--- src/rtl/usb_rx_phy_pkg.sv ---
// Shared types and constants for the low-speed USB receive front end.
package usb_rx_phy_pkg;

  localparam int unsigned CLK_PER_BIT_LS  = 16;
  localparam int unsigned USB_STUFF_LIMIT = 6;

  typedef enum logic [1:0] {
    SE0 = 2'b00,
    J   = 2'b01,
    K   = 2'b10,
    SE1 = 2'b11
  } line_state_t;

  // Raw pad pair as sampled: dp is bit 1, dm is bit 0.
  typedef struct packed {
    logic dp;
    logic dm;
  } d_port_t;

  typedef enum logic [2:0] {
    ST_IDLE,
    ST_HUNT,
    ST_DATA,
    ST_EOP,
    ST_ERROR
  } rx_state_t;

endpackage

--- src/rtl/usb_dpll.sv ---
// Bit-clock recovery: phase counter realigned on every line-state change,
// strobing once per bit at mid-bit.
module usb_dpll
  import usb_rx_phy_pkg::*;
#(
  parameter int unsigned CLK_PER_BIT = CLK_PER_BIT_LS
) (
  input  logic        clk,
  input  logic        reset,
  input  line_state_t line_state,
  output logic        bit_strobe
);

  localparam int unsigned CW = $clog2(CLK_PER_BIT);
  localparam logic [CW-1:0] HALF = CW'(CLK_PER_BIT / 2);
  localparam logic [CW-1:0] LAST = CW'(CLK_PER_BIT - 1);

  line_state_t   prev;
  logic [CW-1:0] cnt;
  logic [CW-1:0] phase_c;
  logic [CW-1:0] cnt_next_c;

  // The cycle that shows a new line state is phase 0 of the new bit.
  always_comb begin
    phase_c    = (line_state != prev) ? '0 : cnt;
    cnt_next_c = (phase_c == LAST) ? '0 : phase_c + CW'(1);
  end

  always_ff @(posedge clk) begin
    if (reset) begin
      prev       <= J;
      cnt        <= '0;
      bit_strobe <= 1'b0;
    end else begin
      prev       <= line_state;
      cnt        <= cnt_next_c;
      bit_strobe <= (cnt_next_c == HALF);
    end
  end

endmodule

--- src/rtl/usb_rx_phy.sv ---
// Low-speed USB receive front end: synchroniser, line decode, NRZI decode,
// SYNC hunt, bit unstuffing and byte assembly with framing strobes.
module usb_rx_phy
  import usb_rx_phy_pkg::*;
#(
  parameter int unsigned CLK_PER_BIT    = CLK_PER_BIT_LS,
  parameter int unsigned SYNC_MIN_ZEROS = 3
) (
  input  logic        clk,
  input  logic        reset,
  input  d_port_t     d_i,
  output line_state_t line_state,
  output logic        rx_active,
  output logic        rx_valid,
  output logic [7:0]  rx_data,
  output logic        rx_error
);

  localparam int unsigned ZW = $clog2(SYNC_MIN_ZEROS + 1);
  localparam logic [ZW-1:0] ZMAX  = ZW'(SYNC_MIN_ZEROS);
  localparam logic [2:0]    STUFF = 3'(USB_STUFF_LIMIT);
  localparam d_port_t       D_IDLE = '{dp: 1'b0, dm: 1'b1};

  d_port_t     sync1;
  d_port_t     sync2;
  logic        bit_strobe;
  logic        decoded_c;
  rx_state_t   state;
  line_state_t prev_sample;
  logic [ZW-1:0] zeros;
  logic [2:0]  ones;
  logic [2:0]  bit_cnt;
  logic [6:0]  shreg;

  // Two-flop synchroniser, then the registered line state.
  always_ff @(posedge clk) begin
    if (reset) begin
      sync1      <= D_IDLE;
      sync2      <= D_IDLE;
      line_state <= J;
    end else begin
      sync1      <= d_i;
      sync2      <= sync1;
      line_state <= line_state_t'({sync2.dp, sync2.dm});
    end
  end

  usb_dpll #(
    .CLK_PER_BIT (CLK_PER_BIT)
  ) u_dpll (
    .clk        (clk),
    .reset      (reset),
    .line_state (line_state),
    .bit_strobe (bit_strobe)
  );

  // NRZI: no change between mid-bit samples is a 1.
  assign decoded_c = (line_state == prev_sample);

  always_ff @(posedge clk) begin
    if (reset) begin
      state       <= ST_IDLE;
      prev_sample <= J;
      zeros       <= '0;
      ones        <= '0;
      bit_cnt     <= '0;
      shreg       <= '0;
      rx_active   <= 1'b0;
      rx_valid    <= 1'b0;
      rx_data     <= 8'h00;
      rx_error    <= 1'b0;
    end else begin
      rx_valid <= 1'b0;
      rx_error <= 1'b0;
      if (bit_strobe) begin
        prev_sample <= line_state;
        case (state)
          ST_IDLE: begin
            if (line_state == K) begin
              state <= ST_HUNT;
              zeros <= ZW'(1);
            end
          end
          ST_HUNT: begin
            if (line_state == SE0) begin
              state <= ST_IDLE;
            end else if (!decoded_c) begin
              if (zeros != ZMAX) zeros <= zeros + ZW'(1);
            end else if (zeros == ZMAX) begin
              state     <= ST_DATA;
              rx_active <= 1'b1;
              ones      <= 3'd1;
              bit_cnt   <= '0;
            end else begin
              state <= ST_IDLE;
            end
          end
          ST_DATA: begin
            if (line_state == SE0) begin
              state <= ST_EOP;
              if (bit_cnt != 3'd0) rx_error <= 1'b1;
            end else if (line_state == SE1) begin
              state    <= ST_ERROR;
              rx_error <= 1'b1;
            end else if (ones == STUFF) begin
              // Bit after six ones must be a stuffed zero and is dropped.
              ones <= '0;
              if (decoded_c) begin
                state    <= ST_ERROR;
                rx_error <= 1'b1;
              end
            end else begin
              shreg   <= {decoded_c, shreg[6:1]};
              ones    <= decoded_c ? ones + 3'd1 : 3'd0;
              bit_cnt <= bit_cnt + 3'd1;
              if (bit_cnt == 3'd7) begin
                rx_data  <= {decoded_c, shreg};
                rx_valid <= 1'b1;
              end
            end
          end
          ST_EOP: begin
            if (line_state == J) begin
              state     <= ST_IDLE;
              rx_active <= 1'b0;
            end
          end
          ST_ERROR: begin
            if (line_state == SE0) state <= ST_EOP;
          end
          default: state <= ST_IDLE;
        endcase
      end
    end
  end

endmodule
--- config.mk ---
export PLATFORM = sky130hd
export DESIGN_NAME = usb_rx_phy
export DESIGN_NICKNAME = d
export VERILOG_FILES = /design/src/rtl/usb_rx_phy_pkg.sv /design/src/rtl/usb_dpll.sv /design/src/rtl/usb_rx_phy.sv
export SDC_FILE = /design/constraint.sdc
export NUM_CORES = 1
export LEC_CHECK = 0
export ABC_AREA = 0
export BUFFER_PORTS_ARGS = -buffer_cell sky130_fd_sc_hd__buf_4
export CORE_MARGIN = 3
export CORE_UTILIZATION = 58
export CTS_CLUSTER_DIAMETER = 120
export DETAILED_ROUTE_END_ITERATION = 8
export PLACE_DENSITY = 0.78
export SLEW_MARGIN = 20
export SYNTH_ARGS = -nofsm -noshare
export SYNTH_HDL_FRONTEND = slang
export SYNTH_SLANG_ARGS = --single-unit
--- constraint.sdc ---
create_clock -name clk -period 2.2 [get_ports clk]
set_input_delay 0.22 -clock clk [delete_from_list [all_inputs] [get_ports clk]]
set_output_delay 0.22 -clock clk [all_outputs]
set_load 0.02 [all_outputs]
== After elaboration in Yosys (flattened, before gate mapping) ==
Index checks and enable logic that the tools add are counted.

* Flip-flop bits (word level): 44
* Bits of input ports: 4
* Output and inout bits: 13
* Word-level logic and storage cells: 115

* Add/sub/neg operators: 4
* Equality and inequality tests: 29
* Mux-type cells: 44
* Bitwise gates (word level): 5
* Reduce and logical (&&, ||, !) cells: 15

{| class="wikitable"
|+ Operators by type and width
! cell !! number
|-
| 3-bit two-way mux || 22
|-
| 2-bit inequality test, second input constant || 12
|-
| 6-bit AND reduction || 3
|-
| 3-bit one-hot mux with 5 select lines || 1
|-
| 7-bit AND reduction || 2
|-
| 3-bit one-hot mux with 2 select lines || 2
|-
| 1-bit two-way mux || 10
|-
| 2-bit two-way mux || 5
|-
| 3-bit == test, second input constant || 3
|-
| 4-bit == test, second input constant || 2
|-
| 4-bit two-way mux || 2
|-
| 4-bit inequality test, second input constant || 2
|-
| 8-bit AND reduction || 1
|-
| 3-bit by 1-bit adder with 3-bit output, second input constant || 2
|-
| 2-bit == test, second input constant || 3
|-
| 3-bit by 2-bit == test with 1-bit output, second input constant || 2
|-
| 2-bit nonzero test || 3
|-
| 6-bit OR reduction || 1
|-
| 1-bit inverter || 5
|-
| 5-bit AND reduction || 1
|-
| 4-bit by 1-bit adder with 4-bit output, second input constant || 1
|-
| 2-bit one-hot mux with 2 select lines || 1
|-
| 3-bit by 1-bit == test with 1-bit output, second input constant || 1
|-
| 3-bit zero test || 1
|-
| 9 further kinds || 9
|}

== Depth between registers and ports, before layout ==
* Depth in word-level cells: 6
* Mapped depth: 9
* Gate-level depth less buffers: 8

== Hierarchy ==
From an unflattened synthesis, not the netlist that was laid out.

* Cell total of the unflattened synthesis: 221
* Area, all modules: 2073.2 um^2

{| class="wikitable"
|+ By module, submodules not included
! module !! instances !! cells an instance !! area each (um^2) !! sequential area each (um^2)
|-
| usb_rx_phy || 1 || 194 || 1798.0 || 740.7
|-
| usb_dpll || 1 || 27 || 275.3 || 140.1
|}

== Worst setup path after synthesis ==
No wires, ideal clock.

* Path type: reg-to-reg
* From: reg line_state[0]
* To: reg bit_cnt[1]
* Library setup time: 63 ps
* Arrival: 2017 ps
* Data required time: 2137 ps
* Path slack: 120 ps
* Stages on the path, launching flop included: 10
* Buffers on the path: 2
* Clock period less this slack: 2080 ps
* Cells stage by stage: dfxtp_1 > inv_1 > ha_1 > buf_2 > a211oi_1 > and3_1 > buf_4 > a31o_4 > mux2_4 > nor2_2

* Longest elaborated chain between the ends: 3
* Elaborated cells on any way between the ends: 8
* Classes of those cells: eq/ne: 6; reduce/logical: 2

{| class="wikitable"
|+ RTL lines
! item !! line !! RTL
|-
| from (decl) || usb_rx_phy.sv:12 || <nowiki>output line_state_t line_state,</nowiki>
|-
| from (signal assigned) || usb_rx_phy.sv:44 || <nowiki>line_state <= line_state_t'({sync2.dp, sync2.dm});</nowiki>
|-
| 2-bit == test (tied with other cells) || usb_rx_phy.sv:102 || <nowiki>end else if (line_state == SE1) begin</nowiki>
|-
| 2-bit inequality test (no source line) || n/a ||
|-
| 8-bit AND reduction (no source line) (*) || n/a ||
|-
| to (signal assigned) || usb_rx_phy.sv:115 || <nowiki>bit_cnt <= bit_cnt + 3'd1;</nowiki>
|-
| to (decl) || usb_rx_phy.sv:32 || <nowiki>logic [2:0] bit_cnt;</nowiki>
|}

Mark *: on every way between the ends. The rest lies on a longest branch, timed or not.
A chain may end at the register's enable or synchronous reset.

== Worst setup path in the final report ==
* From: reg line_state[1]
* To: reg ones[2]

* Longest elaborated chain between the ends: 6
* Elaborated cells on any way between the ends: 13
* Classes of those cells: eq/ne: 6; mux: 5; reduce/logical: 2

{| class="wikitable"
|+ RTL lines
! item !! line !! RTL
|-
| 2-bit == test || usb_rx_phy.sv:58 || <nowiki>assign decoded_c = (line_state == prev_sample);</nowiki>
|-
| 3-bit two-way mux || usb_rx_phy.sv:114 || <nowiki>ones <= decoded_c ? ones + 3'd1 : 3'd0;</nowiki>
|-
| 3-bit two-way mux || usb_rx_phy.sv:105 || <nowiki>end else if (ones == STUFF) begin</nowiki>
|-
| 3-bit two-way mux || usb_rx_phy.sv:102 ||
|-
| 3-bit two-way mux || usb_rx_phy.sv:99 || <nowiki>if (line_state == SE0) begin</nowiki>
|-
| 3-bit one-hot mux with 2 select lines || usb_rx_phy.sv:77 || <nowiki>case (state)</nowiki>
|-
| to (signal assigned) || usb_rx_phy.sv:114 ||
|-
| to (decl) || usb_rx_phy.sv:31 || <nowiki>logic [2:0] ones;</nowiki>
|}

Several ways; a longest one is shown, not always the timed one. The select of a mux whose other input is x is not followed.

==> qor.csv <==
metric,value,unit
largest net degree at the start of global routing,46,
share of cells above drive strength 1,0.200,
syn nets,249,
Detail Placement HPWL,2780,µm
crit path DAT,2.25,ns
largest family of logic cells by synthesized area,simple AND/OR/NAND/NOR gates,
Top Usage Layer GRT,met2,
Final Critical Period,1.97,ns
final hold vios,0,
initial antenna violation count,0,
Reg area,881,µm²
Yosys cell types,53,
WL final,4040,µm
Post-Layout Cell Count,296,
YS warnings,0,
Post-synth EDFFs,0,
crit share post-route,0.894,
first-pass GRT wire length,6950,µm
core area,3420,µm²
post_cts resized,0,
Hold Crit Class,in -> reg,
Ports,17,
Pins Over Slew Limit,0,
port buffer count,16,
post-synthesis adder-cell area fraction,0.0704,
Die H,66.1,µm
RSZ-0062 raised after global routing,no,
setup TNS,0,ns
setup ws final,0.232,ns
Post-DRT Antenna Nets,0,
via/cell ratio,5.58,
M2 GR Usage,0.314,
Mapped Cells,234,
initial core utilization,0.614,
# hold bufs at CTS,0,
area growth from synthesis to layout,10.4,%
Final setup viols,0,
worst r2r src,line_state[1]$_SDFF_PP0_,
Routed wire per std cell,13.6,µm
Worst Hold Path Cells,2,
met1 GRT Util,0.281,
number of buffers on the longest clock path,2,
R2R cell count,7,
max-cap viol count,0,
Iteration-0 DRC Markers,107,
crit path capture type,flip-flop,
TritonRoute pass-1 iters,5,
Synth Area in Compound Gates,0.152,
TritonCTS clock tree,yes,
CTS buffer count,5,
Worst Hold Launch,d_i[0],
root buf cell,clkbuf_4,
die area,4370,µm²
Mapped Area,2100,µm²
post-route clock skew,0.0216,ns
worst slew pin tran,0.494,ns
met3 Track Usage GR,0.0595,
maximum fanout along the worst path,7,
Peak Freq,508,MHz
Max-Slew Margin vs Limit,0.670,
GRT Total Usage,0.210,
via count,1653,
Post-Synth XOR/XNOR Area,0.0280,
Site Rows,21,
Worst setup SP type,flip-flop,
Worst-Skew Late Latency,0.36,ns
asr flop ratio synth,0,
register area share after synthesis,0.420,
diode count,0,
Hold Path End,sync1[0]$_SDFF_PP1_,
H-tree depth,2,
CTS sink cnt,44,
pre-CTS setup slack,0.261,ns
critical path class,reg -> reg,
die span in x,66.1,µm
Post-CTS Setup Bufs,0,
reg2reg end,ones[2]$_SDFFE_PP0P_,
r2r setup slk,0.23,ns
remaining global-route overflow,0,
routability cong.,0.865,
PwrDens,565,nW/µm²
dpl cells,288,
Worst-path clk slew,0.13,ns
status,"finished, final reports clean",
Critical Path RT,2.48,ns
LEAKAGE,0.000902,µW
Hold WS,0.0527,ns
vias in the first global route,1498,
footprint of the multi-input gates,1120,µm²
nets,264,
multiplexer share of the synthesized area,0.0316,
drt drc,0,
register bit total from synthesis,44,
maximum vdd ir drop,0.368,mV
# fillers,303,
Main synth FF type,dfxtp_1,
Post-Synth Simple-Gate Area,0.251,
Post-Syn Area per Cell,8.96,µm²
layout by cell type (no fill, tap or decap), drive strengths merged, types with 5 or more instances in the layout:
cell | Yosys | layout
nor2 | 16 | 16
nand2 | 28 | 28
o21ai | 5 | 5
buf | 8 | 22
inv | 8 | 9
nand3 | 11 | 11
ha | 11 | 11
nand2b | 5 | 5
xor2 | 5 | 5
or2 | 6 | 6
nor3b | 5 | 5
dfxtp | 44 | 44
clkbuf | 6 | 6
a21oi | 25 | 25
nor2b | 5 | 5
power breakdown:
part | total [µW] | leakage (µW) | switching [µW] | internal [µW]
combinational | 64.2 | 0.000507 | 37.6 | 26.6
sequential | 815 | 0.000356 | 6.76 | 808
clock | 428 | 0.0000386 | 270 | 159
total | 1310 | 0.000902 | 314 | 994
Yosys cell counts, drive strengths merged (5+ instances only):
| library cell | n | area [µm²] |
|---|---|---|
| ha | 11 | 138 |
| nand3 | 11 | 55.1 |
| dfxtp | 44 | 881 |
| inv | 8 | 30.0 |
| nand2b | 5 | 31.3 |
| a21oi | 25 | 125 |
| or2 | 6 | 40.0 |
| buf | 8 | 46.3 |
| nor3b | 5 | 42.5 |
| nor2 | 16 | 62.6 |
| xor2 | 5 | 58.8 |
| nand2 | 28 | 108 |
| o21ai | 5 | 25.0 |
| clkbuf | 6 | 22.5 |
| nor2b | 5 | 31.3 |
state kept, by name, summed over array words and instances, names as in the netlist:
register	cells
ones	3
shreg	7
u_dpll.bit_strobe	1
prev_sample	2
rx_valid	1
rx_data	8
bit_cnt	3
state	3
zeros	2
sync2	2
line_state	2
u_dpll.prev	2
u_dpll.cnt	4
rx_error	1
rx_active	1
sync1	2
stage by stage:
step	power [µW]	instance area, µm²	util
global placement	897	2250	0.659
finish	1310	2320	0.678
detailed placement	897	2250	0.659
global route	1370	2320	0.678
CTS	1320	2320	0.678
floorplan	878	2100	-
cell type report:
| cell class | count | area share |
|---|---|---|
| multi-input cells | 168 | 0.482 |
| clock inverters | 2 | 0.00594 |
| well taps | 46 | 0.0249 |
| clock buffers | 6 | 0.0222 |
| inverters | 8 | 0.0130 |
| repair buffers | 22 | 0.0713 |
| flip-flops and latches | 44 | 0.380 |
how the worst max path moves through the flow:
stage,startpoint,to,cells after the start
detailed placement,line_state[1]$_SDFF_PP0_,ones[2]$_SDFFE_PP0P_,7
global placement,line_state[1]$_SDFF_PP0_,bit_cnt[1]$_SDFFE_PP0P_,7
CTS,line_state[1]$_SDFF_PP0_,ones[2]$_SDFFE_PP0P_,7
finish,line_state[1]$_SDFF_PP0_,ones[2]$_SDFFE_PP0P_,7
global route,line_state[1]$_SDFF_PP0_,ones[2]$_SDFFE_PP0P_,7
floorplan,line_state[0]$_SDFF_PP1_,bit_cnt[1]$_SDFFE_PP0P_,9
worst max-delay path, cell delays in order, from the launching register on:
cell	delay, ns
dfxtp_1	0.51
inv_1	0.13
ha_1	0.27
buf_4	0.18
inv_1	0.11
o2111ai_2	0.20
or2_2	0.35
a21oi_1	0.15
routing by layer:
layer,up-vias,part of all wire
met2,52,0.48
li1,840,-
met1,755,0.45
met3,6,0.051
met4,0,0.011
met5,-,0
cells by family (layout without fill, tap and decap cells):
kind of cell	count (synthesis)	in the layout
and+or+nand+nor	97	97
adders and majority gates	12	12
AOI/OAI and AO/OA	48	48
DFF	44	44
buffers and inverters	22	38
xor gates and xnor gates	5	5
muxes	6	6
Power figures use the tool's default switching activity.
